## src/rtl/mem_stage.sv

```systemverilog
// mem_stage: RV64 memory-access stage between EX/MEM and ME/WB.
// Issues loads and stores over a valid/ready request channel with a valid-only
// response channel. It stalls the pipeline while an access is outstanding and
// formats load data into me_outMem.
// Optional feature: define MISALIGN_TRAP_EN to add me_misalign. Misaligned
// accesses then complete with no request, and their register write is suppressed.
module mem_stage #(
   parameter int XLEN   = 64,
   parameter int ADDR_W = 64
) (
   input  logic              clk,
   input  logic              rst_n,
   input  logic              pipeline_en,
   input  logic              ex_memRead,
   input  logic              ex_memWrite,
   input  logic [2:0]        ex_funct3,
   input  logic [XLEN-1:0]   ex_outAlu,
   input  logic [XLEN-1:0]   ex_storeData,
   input  logic              ex_aluOut_WB_memOut,
   input  logic              ex_writeReg,
   input  logic [4:0]        ex_rd,
   output logic              me_aluOut_WB_memOut,
   output logic              me_writeReg,
   output logic [XLEN-1:0]   me_outAlu,
   output logic [4:0]        me_rd,
   output logic [XLEN-1:0]   me_outMem,
   output logic              me_stall,
`ifdef MISALIGN_TRAP_EN
   output logic              me_misalign,
`endif
   output logic              dm_req_valid,
   input  logic              dm_req_ready,
   output logic              dm_req_we,
   output logic [ADDR_W-1:0] dm_req_addr,
   output logic [XLEN-1:0]   dm_req_wdata,
   output logic [7:0]        dm_req_wstrb,
   input  logic              dm_rsp_valid,
   input  logic [XLEN-1:0]   dm_rsp_rdata
);

   typedef enum logic [1:0] {S_IDLE, S_REQ, S_WAIT, S_DONE} state_t;

   state_t            state, state_nxt;
   logic              op;
   logic              is_store;
   logic [2:0]        off;
   logic [7:0]        strb_base;
   logic              misaligned;
   logic [2:0]        req_funct3;
   logic [2:0]        req_off;
   logic              mis_q;

   assign op       = ex_memRead | ex_memWrite;
   // A load wins when both memRead and memWrite are set.
   assign is_store = ex_memWrite & ~ex_memRead;
   assign off      = ex_outAlu[2:0];

   // Non-memory fields pass straight through to ME/WB.
   assign me_aluOut_WB_memOut = ex_aluOut_WB_memOut;
   assign me_outAlu           = ex_outAlu;
   assign me_rd               = ex_rd;

   // Stall until the access reaches DONE. Stall is never asserted while in reset.
   assign me_stall     = rst_n & op & (state != S_DONE);
   assign dm_req_valid = (state == S_REQ);

`ifdef MISALIGN_TRAP_EN
   // Misalignment check, based on the access size in funct3[1:0].
   always_comb begin
      misaligned = 1'b0;
      case (ex_funct3[1:0])
         2'b01:   misaligned = off[0];
         2'b10:   misaligned = (off[1:0] != 2'b00);
         2'b11:   misaligned = (off != 3'b000);
         default: misaligned = 1'b0;
      endcase
   end
   assign me_misalign = (state == S_DONE) & mis_q;
   assign me_writeReg = ex_writeReg & ~me_misalign;
`else
   assign misaligned  = 1'b0;
   assign me_writeReg = ex_writeReg;
`endif

   // Base byte strobe for each store size. Doubleword stores always write all lanes.
   always_comb begin
      strb_base = 8'hFF;
      case (ex_funct3[1:0])
         2'b00:   strb_base = 8'h01 << off;
         2'b01:   strb_base = 8'h03 << off;
         2'b10:   strb_base = 8'h0F << off;
         default: strb_base = 8'hFF;
      endcase
   end

   // Select the addressed lane of the read data, then sign- or zero-extend it.
   function automatic logic [63:0] fmt_load(input logic [2:0] f3, input logic [2:0] o,
                                            input logic [63:0] d);
      logic [63:0] lane;
      lane = d >> {o, 3'b000};
      case (f3)
         3'b000:  return {{56{lane[7]}},  lane[7:0]};
         3'b001:  return {{48{lane[15]}}, lane[15:0]};
         3'b010:  return {{32{lane[31]}}, lane[31:0]};
         3'b100:  return {56'd0, lane[7:0]};
         3'b101:  return {48'd0, lane[15:0]};
         3'b110:  return {32'd0, lane[31:0]};
         default: return lane;
      endcase
   endfunction

   // Access FSM state register.
   // NOTE: sequential state uses non-blocking assignments only; blocking here would race other flops.
   always_ff @(posedge clk or negedge rst_n) begin
      if (!rst_n) state <= S_IDLE;
      else        state <= state_nxt;
   end

   // Next-state logic for the access FSM.
   // NOTE: the default assignment first keeps this block from inferring a latch on paths that do not assign it.
   always_comb begin
      state_nxt = state;
      case (state)
         S_IDLE: if (op)           state_nxt = misaligned ? S_DONE : S_REQ;
         S_REQ:  if (dm_req_ready) state_nxt = dm_req_we ? S_DONE : S_WAIT;
         S_WAIT: if (dm_rsp_valid) state_nxt = S_DONE;
         S_DONE: if (pipeline_en)  state_nxt = S_IDLE;
         default:                  state_nxt = S_IDLE;
      endcase
   end

   // Latch the request fields on issue, so they stay stable until accepted.
   always_ff @(posedge clk or negedge rst_n) begin
      if (!rst_n) begin
         dm_req_we    <= 1'b0;
         dm_req_addr  <= '0;
         dm_req_wdata <= '0;
         dm_req_wstrb <= 8'h00;
         req_funct3   <= 3'b000;
         req_off      <= 3'b000;
      end else if (state == S_IDLE && op) begin
         dm_req_we    <= is_store;
         dm_req_addr  <= ADDR_W'({ex_outAlu[XLEN-1:3], 3'b000});
         dm_req_wdata <= ex_storeData << {off, 3'b000};
         dm_req_wstrb <= strb_base;
         req_funct3   <= ex_funct3;
         req_off      <= off;
      end
   end

   // Load-data register. It is written only by a captured response, or cleared by a misalign trap.
   always_ff @(posedge clk or negedge rst_n) begin
      if (!rst_n)                                  me_outMem <= '0;
      else if (state == S_WAIT && dm_rsp_valid)    me_outMem <= fmt_load(req_funct3, req_off, dm_rsp_rdata);
      else if (state == S_IDLE && op && misaligned) me_outMem <= '0;
   end

   // Remember whether the access that reached DONE was a misalign trap.
   always_ff @(posedge clk or negedge rst_n) begin
      if (!rst_n)                mis_q <= 1'b0;
      else if (state == S_IDLE)  mis_q <= op & misaligned;
   end

endmodule

```

## config.mk

```make
export PLATFORM = sky130hd
export DESIGN_NAME = mem_stage
export DESIGN_NICKNAME = d
export VERILOG_FILES = /design/src/rtl/mem_stage.sv
export SDC_FILE = /design/constraint.sdc
export NUM_CORES = 1
export LEC_CHECK = 0
export BUFFER_PORTS_ARGS = -buffer_cell sky130_fd_sc_hd__buf_2
export CAP_MARGIN = 20
export CORE_AREA = 4 4 188 190
export DETAILED_ROUTE_END_ITERATION = 8
export DIE_AREA = 0 0 192 194
export SLEW_MARGIN = 20
export SYNTH_ARGS = -nofsm -noshare
export SYNTH_HDL_FRONTEND = slang
export SYNTH_SLANG_ARGS = --single-unit
```

## constraint.sdc

```tcl
create_clock -name clk -period 2.3 [get_ports clk]
set_input_delay 0.46 -clock clk [delete_from_list [all_inputs] [get_ports clk]]
set_output_delay 0.46 -clock clk [all_outputs]
set_load 0.01 [all_outputs]
```

-- Yosys cells after proc, flatten, opt, wreduce, memory -nomap -nowiden
Index checks and enable logic that the tools add are counted.
- register bits: 206
- bits in latches: 0
- bits in writable memories: 0
- memory bits (read-only): 0
- input bits: 209
- logic and storage cells: 47
- memories kept: 0
- add/sub/neg operators: 0
- multiply operators: 0
- divide/modulo/power cells: 0
- magnitude comparators: 0
- eq/ne operators: 15
- shifts and indexed selects: 5
- multiplexer cells: 8
- bitwise operators: 5
- reductions and logical operators: 6
- operators with widths (kind ; number):
    64-bit one-hot mux with 6 select lines ; 1
    64-bit by 6-bit << shifter with 64-bit output ; 1
    64-bit by 6-bit right shift with 64-bit output ; 1
    8-bit one-hot mux with 3 select lines ; 1
    3-bit equality test (second input constant) ; 3
    2-bit 2-to-1 mux ; 4
    2-bit inequality test (second input constant) ; 4
    2-bit one-hot mux with 4 select lines ; 1
    1-bit by 3-bit << shifter with 8-bit output (first input constant) ; 1
    2-bit by 3-bit << shifter with 8-bit output (first input constant) ; 1
    4-bit by 3-bit << shifter with 8-bit output (first input constant) ; 1
    2-bit equality test (second input constant) ; 3
    2-bit by 1-bit equality test with 1-bit output (second input constant) ; 2
    2-bit zero test ; 2
    4-bit AND reduction ; 1
    1-bit AND ; 3
    3-bit by 1-bit equality test with 1-bit output (second input constant) ; 1
    3-bit by 2-bit equality test with 1-bit output (second input constant) ; 1
    3-bit zero test ; 1
    1-bit logical AND ; 2
    2-bit by 1-bit inequality test with 1-bit output (second input constant) ; 1
    1-bit 2-to-1 mux ; 1
    1-bit inverter ; 1
    1-bit bitwise OR ; 1

-- Logic depth before layout (Yosys ltp)
- depth after elaboration: 3
- gate-level depth with buffers: 9

-- Worst setup path after synthesis
Ideal clock, no wire load.
- path type: reg2reg
- start: register state[0]
- end: register dm_req_addr[40]
- arrival time: 1801 ps
- required time: 2175 ps
- path slack: 374 ps
- stages on the path, launching flop included: 7
- buffers on the path: 2
- period minus slack after synthesis: 1926 ps
- cell sequence: dfrtp_1 -> inv_1 -> ha_1 -> o21ai_1 -> clkbuf_1 -> buf_2 -> mux2_2
- word-level cells in the longest chain between the ends: 2
- ends and longest elaborated chain (item ; line ; RTL):
    start: declaration ; 43 ; state_t state, state_nxt;
    start signal: assignment ; 116 ; else state <= state_nxt;
    2-bit zero test ; 141 ; end else if (state == S_IDLE && op) begin
    1-bit logical AND ; - ;
    end signal: assignment ; 143 ; dm_req_addr <= ADDR_W'({ex_outAlu[XLEN-1:3], 3'b000});
    end: declaration ; 34 ; output logic [ADDR_W-1:0] dm_req_addr,
No other way between the ends.
A chain may end at the register's enable or synchronous reset.

-- Worst setup path in the final report
- start: register req_off[1]
- end: register me_outMem[35]
- word-level cells in the longest chain between the ends: 2
- ends and longest elaborated chain (item ; line ; RTL):
    start: declaration ; 50 ; logic [2:0] req_off;
    start signal: assignment ; 140 ; req_off <= 3'b000;
    start signal: assignment ; 147 ; req_off <= off;
    64-bit by 6-bit right shift with 64-bit output ; 100 ; lane = d >> {o, 3'b000};
    64-bit one-hot mux with 6 select lines ; 101 ; case (f3)
    end signal: assignment ; 154 ; else if (state == S_WAIT && dm_rsp_valid) me_outMem <= fmt_load(req_funct3, req_off, dm_rsp_rdata);
    end: declaration ; 26 ; output logic [XLEN-1:0] me_outMem,
No other way between the ends.

==> flow_metrics.py <==
metrics = {
    "placed_design": {
        "dp_hpwl_um": 33900,
        "gp_congestion": 0.9577,
        "port_buffers": 465,
    },
    "cts": {
        "clk-insertion-delay-late_ps": 540,
        "cts_buffers": 26,
        "cts_tree": "built",
        "cts_root_buf": "clkbuf_16",
        "cts.sinks": 206,
        "cts_max_path_buffers": 3,
        "htreeDepth": 1,
        "path_clk_slew_ps": 60,
    },
    "min_path": {
        "min_path_type": "input port to flip-flop",
        "min_from": "ex_funct3[2]",
        "worstHoldPathCells": 2,
        "min_to": "req_funct3[2]",
    },
    "synthesis": {
        "synthArstFlopShare": 1.000,
        "netlist-cell-type-count": 55,
        "synth_top_cell_area_share": 0.4364,
        "synth_edf_count": 0,
        "synthCells": 1121,
        "synth_common_cells": "206 x dfrtp_1, 108 x mux2i_1, 108 x nand2_1",
        "synthTopCellsByArea": "dfrtp_1 44%, mux2i_1 9.2%, mux2_2 8.3%",
        "synth-main-ff-cell": "dfrtp_1",
        "synth_area_um2": 11810,
        "ys_ff_latch": 206,
        "yosysTopAreaCell": "dfrtp_1",
        "syn_area_per_cell_um2": 10.54,
        "yosysSeqAreaShare": 0.4364,
        "yosysMostFrequentCell": "dfrtp_1",
        "yosysWarnings": 0,
    },
    "floorplanning": {
        "fp.dieW_um": 192,
        "core_area_um2": 33450,
        "num_rows": 67,
        "boundaryPins": 483,
        "start_util": 0.3531,
        "dieHeight_um": 194,
        "dieArea_um2": 37250,
    },
    "detailed_routing": {
        "wl_um": 43890,
        "drt_iter0_drc": 682,
        "vias": 10380,
        "ant_nets": 0,
        "routed_via_density": 5.266,
        "dr.pass1.iters": 5,
        "wl_per_cell_um": 22.27,
        "drc": 0,
    },
    "setup_path": {
        "slowest_delay_ps": 620,
        "critical_path_arrival_ps": 2490,
        "worstSetupPathType": "flip-flop to flip-flop",
        "worst_path_max_delay_cell": "dfrtp_4",
        "crit_fanout": 32,
        "critPathRequiredTime_ps": 2690,
        "rrSetupSlack_ps": 200,
        "r2r-end": "me_outMem[35]",
        "worstRegToRegCells": 6,
        "crit_chain": "mux2i_1 > nand3_1 > and4_1 > nor3_4 > buf_12 > a31oi_2",
        "end_kind": "flip-flop",
        "r2r-start": "req_off[1]",
        "path_buf_inv": 1,
        "start_kind": "flip-flop",
        "path_delay_family": "simple AND/OR/NAND/NOR gates",
        "path_depth": 6,
    },
    "global_route": {
        "grt_max_degree": 124,
        "grt_pass1_vias": 10500,
        "grt.total_usage": 0.2250,
        "overflow": 0,
        "antenna_found_initial": 2,
        "grt_pass1_wl_um": 65840,
    },
    "power_and_ir_drop": {
        "seq_power_share": 0.320,
        "clockPowerShare": 0.205,
        "powerDensity_nw_per_um2": 1347,
        "total_power_mw": 20.38,
        "swShare": 0.4030,
        "p_leak_nw": 7.459,
        "comb_power_share": 0.475,
        "power.switching_mw": 8.213,
        "p_int_mw": 12.17,
        "ir_drop_mv": 0.6726,
    },
    "status": {
        "outcome": "complete, no violations",
    },
    "final_layout": {
        "multiInputGateArea_um2": 5609,
        "seqCellArea_um2": 5160,
        "final_layout_size_suffix_gt1_frac": 0.4497,
        "nFillCells": 3304,
        "area_growth_pct": 28.08,
        "finish.net_count": 1720,
    },
    "timing": {
        "hold_ws_ps": 163.2,
        "min_period_ps": 2102,
        "rsz0062_at_grt": "no",
        "maxSlewViolCount": 0,
        "fin_crit_sh": 0.9141,
        "clock_skew_ps": 13.07,
        "maxSlewHeadroom": 0.5077,
        "hold_viol_final": 0,
        "worst_pin_slew_ps": 738.4,
        "timing.fmax_ghz": 0.4757,
        "setup_tns_ps": 0,
        "setup_viol": 0,
    },
    "run": {
        "max_cap_viol_count": 0,
    },
}
metrics by stage:
| stage | util | worst slack (ps) | instances | area (µm²) |
|---|---|---|---|---|
| after floorplan | - | 374.4 | 1123 | 11820 |
| after global routing | 0.4521 | 90.05 | 1969 | 15120 |
| after global placement | 0.4257 | 185.2 | 1923 | 14240 |
| after detailed placement | 0.4257 | 139.9 | 1923 | 14240 |
| after CTS | 0.4521 | 117.8 | 1969 | 15120 |
| final | 0.4523 | 197.7 | 1971 | 15130 |
state kept, by name, indices dropped and copies added, names as in the netlist:
signal and count:
dm_req_we 1, me_outMem 64, dm_req_addr 61, req_funct3 3
state 2, dm_req_wstrb 8, req_off 3, dm_req_wdata 64
logic make-up (layout without fill, tap and decap cells):
group,count (synthesis),after routing,synth area share
AO/OA/AOI/OAI,295,295,0.1610
flip-flops,206,206,0.4364
adder cells (fa/ha/maj),7,7,0.007415
multiplexers,220,220,0.2234
other,1,5,0.0003175
AND/OR/NAND/NOR,213,213,0.08083
buffers and inverters,179,577,0.09057
layout by cell type (no fill, tap or decap), drive strengths merged, types with 32 or more instances in the layout:
cell / netlist / layout
clkbuf: 41 / 37
nor2: 52 / 52
a211oi: 32 / 32
buf: 122 / 515
mux2i: 109 / 109
a21oi: 61 / 61
mux2: 87 / 87
o21ai: 96 / 96
nand2: 109 / 109
dfrtp: 206 / 206
cell type report:
type,count,share of cell area
sequential,206,0.3411
tap,448,0.03705
inverter,16,0.003970
antenna,2,0.0003308
clock buffer,37,0.05037
clock inverter,8,0.007195
timing repair buffer,516,0.1892
multi-input combinational,738,0.3708
power groups by stage:
stage	Combinational, mW	Clock, mW	Sequential (mW)
2_1_floorplan	5.40	0	7.00
6_report	9.68	4.18	6.52
3_5_place_dp	9.78	0	6.53
4_1_cts	9.78	4.26	6.51
3_3_place_gp	9.63	0	6.52
5_1_grt	10.5	4.43	6.72
timing repair:
action,4_1_cts,5_1_grt
endpoints found under the setup margin,0,3
setup buffers,0,0
endpoints found under the hold margin,32,0
hold buffers,1,0
resized for setup,0,1
per-layer routing:
layer | up-vias | part of all wire | track usage
met4 | 2 | 0.025 | 0.05600
met5 | - | 0.00030 | 0
met1 | 5077 | 0.40 | 0.2927
li1 | 4769 | - | -
met2 | 461 | 0.48 | 0.3785
met3 | 71 | 0.089 | 0.05366
how the worst max path moves through the flow:
stage,start,endpoint,slack (ps)
after floorplan,state[0],dm_req_addr[40],370
after global placement,req_off[1],me_outMem[14],190
after detailed placement,req_off[1],me_outMem[35],140
after CTS,req_off[1],me_outMem[35],120
after global routing,req_off[1],me_outMem[35],90
final,req_off[1],me_outMem[35],200
No activity file was read; power rests on OpenSTA's default activity.
